$ cat src/rtl/fetch_pkg.sv
// rtl/fetch_pkg.sv - shared bus types (common) and pipeline types (pipes) for the fetch stage
package common;

  localparam logic [63:0] PC_RESET_DEFAULT = 64'h8000_0000;

  typedef struct packed {
    logic        valid;
    logic [63:0] addr;
  } ibus_req_t;

  typedef struct packed {
    logic        data_ok;
    logic [31:0] data;
  } ibus_resp_t;

endpackage

package pipes;

  typedef enum logic [1:0] {
    REQ     = 2'd0,
    HOLD    = 2'd1,
    DISCARD = 2'd2
  } fetch_state_t;

  typedef struct packed {
    logic [63:0] pc;
    logic [31:0] raw_instr;
  } fetch_data_t;

endpackage

$ cat src/rtl/fetch_pcselect.sv
// rtl/fetch_pcselect.sv - next-PC mux: redirect target, sequential pc+4, or hold
module pcselect (
  input  logic [63:0] pc_i,
  input  logic        redirect_valid_i,
  input  logic [63:0] redirect_pc_i,
  input  logic        advance_i,
  output logic [63:0] pc_o
);

  // Redirect always wins; advancing wraps naturally at 64 bits.
  always_comb begin
    pc_o = pc_i;
    if (redirect_valid_i) begin
      pc_o = redirect_pc_i;
    end else if (advance_i) begin
      pc_o = pc_i + 64'd4;
    end
  end

endmodule

$ cat src/rtl/fetch.sv
// rtl/fetch.sv - instruction fetch stage; optional misaligned-PC fault via FETCH_ALIGN_CHECK_EN
module fetch
  import common::*;
  import pipes::*;
#(
  parameter logic [63:0] PC_RESET = PC_RESET_DEFAULT
) (
  input  logic        clk,
  input  logic        reset,
  output ibus_req_t   ireq,
  input  ibus_resp_t  iresp,
  input  logic        redirect_valid,
  input  logic [63:0] redirect_pc,
  input  logic        readyD,
  output logic        validF,
  output fetch_data_t dataF,
  output logic        misalignF
);

  fetch_state_t state_q;
  logic [63:0]  pc_q;
  logic [63:0]  pc_d;
  logic [63:0]  req_addr_q;
  fetch_data_t  buf_q;
  logic         buf_mis_q;

  logic misaligned;
  logic req_done;
  logic accept;

`ifdef FETCH_ALIGN_CHECK_EN
  assign misaligned = (state_q == REQ) && (pc_q[1:0] != 2'b00);
`else
  assign misaligned = 1'b0;
`endif

  // A misaligned PC completes locally without touching the bus.
  assign req_done = iresp.data_ok || misaligned;
  // Redirect overrides a simultaneous accept, so the entry is not consumed.
  assign accept   = (state_q == HOLD) && readyD && !redirect_valid;

  pcselect u_pcselect (
    .pc_i             (pc_q),
    .redirect_valid_i (redirect_valid),
    .redirect_pc_i    (redirect_pc),
    .advance_i        (accept),
    .pc_o             (pc_d)
  );

  // DISCARD keeps presenting the abandoned address until the bus answers.
  assign ireq.valid = !reset && ((state_q == DISCARD) || ((state_q == REQ) && !misaligned));
  assign ireq.addr  = (state_q == DISCARD) ? req_addr_q : pc_q;

  assign validF    = (state_q == HOLD);
  assign dataF     = buf_q;
  assign misalignF = buf_mis_q;

  // Fetch FSM together with the PC and the one-entry instruction buffer.
  always_ff @(posedge clk or posedge reset) begin
    if (reset) begin
      state_q    <= REQ;
      pc_q       <= PC_RESET;
      req_addr_q <= '0;
      buf_q      <= '0;
      buf_mis_q  <= 1'b0;
    end else begin
      pc_q <= pc_d;
      case (state_q)
        REQ: begin
          if (redirect_valid) begin
            if (!req_done) begin
              state_q    <= DISCARD;
              req_addr_q <= pc_q;
            end
          end else if (req_done) begin
            state_q         <= HOLD;
            buf_q.pc        <= pc_q;
            buf_q.raw_instr <= misaligned ? 32'h0 : iresp.data;
            buf_mis_q       <= misaligned;
          end
        end
        HOLD: begin
          if (redirect_valid || readyD) begin
            state_q <= REQ;
          end
        end
        DISCARD: begin
          if (iresp.data_ok) begin
            state_q <= REQ;
          end
        end
        default: state_q <= REQ;
      endcase
    end
  end

endmodule

$ cat config.mk
export PLATFORM = sky130hd
export DESIGN_NAME = fetch
export DESIGN_NICKNAME = d
export VERILOG_FILES = /design/src/rtl/fetch_pkg.sv /design/src/rtl/fetch_pcselect.sv /design/src/rtl/fetch.sv
export SDC_FILE = /design/constraint.sdc
export NUM_CORES = 1
export LEC_CHECK = 0
export CAP_MARGIN = 20
export CORE_ASPECT_RATIO = 0.75
export CORE_MARGIN = 2
export CORE_UTILIZATION = 40
export CTS_BUF_LIST = sky130_fd_sc_hd__clkbuf_16
export CTS_CLUSTER_DIAMETER = 200
export DETAILED_ROUTE_END_ITERATION = 10
export GPL_TIMING_DRIVEN = 0
export PLACE_DENSITY_LB_ADDON = 0.2
export SYNTH_ARGS = -nofsm -noshare
export SYNTH_HDL_FRONTEND = slang
export SYNTH_SLANG_ARGS = --single-unit
$ cat constraint.sdc
create_clock -name clk -period 20.6 [get_ports clk]
set_input_delay 4.12 -clock clk [delete_from_list [all_inputs] [get_ports clk]]
set_output_delay 4.12 -clock clk [all_outputs]
set_load 0.02 [all_outputs]
==> summary.md <==
| Metric | Value |
|---|---|
| Post-CTS setup buffers | 0 |
| Req. time, crit path | 16.48 ns |
| Cell Int Power | 0.00108 W |
| Setup TNS Final | 0 ns |
| Routed WL | 31300 microns |
| Die area | 27900 sq um |
| Hold depth | 1 |
| Maximum clock insertion buffer count | 3 |
| Unrepaired setup endpoints after global routing | no |
| Total clock sinks | 226 |
| Async S/R FF share, synth | 1.00 |
| Initial Util | 0.408 |
| Post-synth EDFFs | 0 |
| Worst path most repeated cell | clkdlybuf4s50_1 |
| Final routed DRC violation total | 0 |
| Worst EP arrival | 5.41 ns |
| Top post-synthesis cells by area | dfrtp_1 53%, mux2_2 24%, o21ai_0 2.5% |
| Vias in the first global route | 8369 |
| Non-Filler Instances | 1534 |
| TritonCTS buffer count | 24 |
| Syn_area_per_cell | 12.0 sq um |
| Critical Path Source Type | input pin |
| Clock-pin slew on the worst setup and hold paths | 0.06 ns |
| Met1 Usage GRT | 0.330 |
| Post-synthesis instance total | 882 |
| First-pass GRT wire length | 48400 microns |
| Worst vdd ir | 73.9 uV |
| Fmax | 0.105 GHz |
| Worst setup EP type | output port |
| Via count | 8209 |
| Switching portion of total power | 0.308 |
| Status | complete, no violations |
| Pwr dens | 107 nW/um^2 |
| Initial antenna violation count | 7 |
| Gpl congestion | 0.795 |
| Reg2reg path depth | 6 |
| Total of max-cap violations | 0 |
| DRT iter0 DRCs | 426 |
| Synth Warn # | 0 |
| Psw | 0.000479 W |
| Post-CTS resize count | 0 |
| Commonest cells post-synth | 225 x dfrtp_1, 224 x mux2_2, 60 x nand2_1 |
| Sequential power share | 0.399 |
| Nets@finish | 1274 |
| Cell Area, Synth | 10600 sq um |
| Peak fanout along the critical path | 2 |
| Mapped Nets | 984 |
| Period minus WS final | 9.53 ns |
| CP Class | input pin to output port |
| Die Ht | 145 microns |
| Worst Hold Class | flip-flop to flip-flop |
| Remaining Overflow, GRT | 0 |
| CTS tree | built |
| Slew headroom | 0.420 |
| Synth cell types | 45 |
| Worst-Margin Slew | 0.862 ns |
| Static leakage | 5.71 nW |
| # port buffers | 261 |
| Die Width | 192 microns |
| Sequential-to-total area share from yosys stat | 0.533 |
| Max-slew violations | 0 |
| Met3 usage | 0.0689 |
| Hold Fails Final Rpt | 0 |
| GR peak layer | met1 |
| Hold_buf cts | 0 |
| # H-tree levels | 1 |
| Most area-hungry cell type in the Yosys netlist | dfrtp_1 |
| Final antenna-violating net count | 0 |
| Total GRT Usage | 0.224 |
| Worst clock skew | 0.00859 ns |
| Core Box Area | 26000 sq um |
| Worst skew pair latency | 0.52 ns |
| GR Layer Usage met2 | 0.319 |
| Most frequent cell after synthesis | dfrtp_1 |
| Logic pwr share | 0.323 |
| Root Buffer Master | clkbuf_16 |
| CP peak stage delay | 0.62 ns |
| Layout cells sized above 1 | 0.246 |
| Pre-antenna DRT Iters | 5 |
| Largest net degree at the start of global routing | 98 |
| Final period utilization | 0.463 |
| Final setup viols | 0 |
| Top-area cell type share of the netlist area | 0.530 |
| Routed length per instance | 20.4 microns |
| Layout area overhead | 36.6% |
| Vias per cell | 5.35 |
| Post-DP HPWL | 22700 microns |
| # IOs | 264 |
| Prevailing post-synth register cell | dfrtp_1 |
| Post-placement cell count | 1490 |
| CP cell instances | clkdlybuf4s50_1 -> nor2_1 -> clkdlybuf4s50_1 |
| Rows | 51 |
| Clock share of power | 0.277 |
| Max stage delay cell, worst path | clkdlybuf4s50_1 |
| #FFs+latches synth | 226 |
==> state kept, by name, summed over array words and instances (netlist names) <==
register    count
dataF          96
pc_q           64
req_addr_q     64
state_q         2
==> power groups by stage <==
stage / registers, W / clock network, W / logic (W)
3_5_place_dp: 0.000628 / 0 / 0.000506
6_report: 0.000621 / 0.000431 / 0.000503
2_1_floorplan: 0.000683 / 0 / 0.000206
5_1_grt: 0.000636 / 0.000463 / 0.000536
3_3_place_gp: 0.000623 / 0 / 0.000501
4_1_cts: 0.000621 / 0.000443 / 0.000509
==> layer usage <==
metal,vias up,share of wire
li1,3788,-
met1,4074,0.47
met2,303,0.41
met3,40,0.094
met4,4,0.020
met5,-,0.00086
==> path summary, 6_finish.rpt <==
path | start | end | slack [ns]
setup / recovery | reset | ireq[64] | 11.07
hold / removal | req_addr_q[44] | req_addr_q[44] | 0.50
setup reg to reg | state_q[1] | pc_q[35] | 17.69
hold reg to reg | req_addr_q[44] | req_addr_q[44] | 0.50
max in group asynchronous | reset | dataF[46] | 15.72
min in group asynchronous | reset | req_addr_q[11] | 4.06
==> stage by stage <==
stage                     hold WS [ns]  instance area (sq um)  setup WS (ns)  power [W]   util
after floorplan                  0.475                  10600          10.29   0.000890      -
after global placement           0.484                  13700           6.93    0.00112  0.525
after detailed placement         0.490                  13700          11.06    0.00113  0.527
after CTS                        0.505                  14500          11.06    0.00157  0.557
after global routing             0.516                  14500          11.04    0.00164  0.557
final                            0.500                  14500          11.07    0.00155  0.557
==> critical path, delay by kind of cell <==
kind / cells / cell delay, ns
buffers and inverters: 2 / 1.14
and+or+nand+nor: 1 / 0.16
==> cell families after synthesis <==
kind of cell	after synthesis	synth area share
DFF	226	0.533
AOI/OAI and AO/OA	88	0.0474
muxes	225	0.239
adders and majority gates	1	0.00118
and+or+nand+nor	239	0.125
buffers and inverters	67	0.0264
other	1	0.000353
xor gates and xnor gates	35	0.0289
==> placed cells by master, fill, tap and decap left out, drive strengths merged, types with 2 or more instances in the layout <==
cell type,netlist,final
clkdlybuf4s50,0,261
dfrtp,225,225
mux2,224,224
clkbuf,45,70
nand2,60,60
o21ai,54,54
nand3,35,35
nor2,34,34
nand4,32,32
xor2,29,29
a31oi,21,21
buf,16,19
or3,16,16
nor4,14,14
nor3,11,11
inv,6,11
and4,9,9
or4,9,9
and2,6,6
xnor2,6,6
clkinv,0,6
and3,5,5
o31ai,5,5
diode,0,4
nor2b,3,3
o211ai,3,3
bufinv,0,3
a21o,2,2
nand4b,2,2
==> layout make-up <==
| type | count | area, sq um |
|---|---|---|
| Fill cell | 2257 | 11500 |
| Clock inverter | 15 | 141 |
| Tap cell | 344 | 430 |
| Inverter | 6 | 30.0 |
| Multi-Input combinational cell | 589 | 4680 |
| Buffer | 61 | 258 |
| Sequential cell | 226 | 5660 |
| Antenna cell | 4 | 10.0 |
| Clock buffer | 25 | 626 |
| Timing Repair Buffer | 264 | 2680 |
No activity file was read; power rests on OpenSTA's default activity.
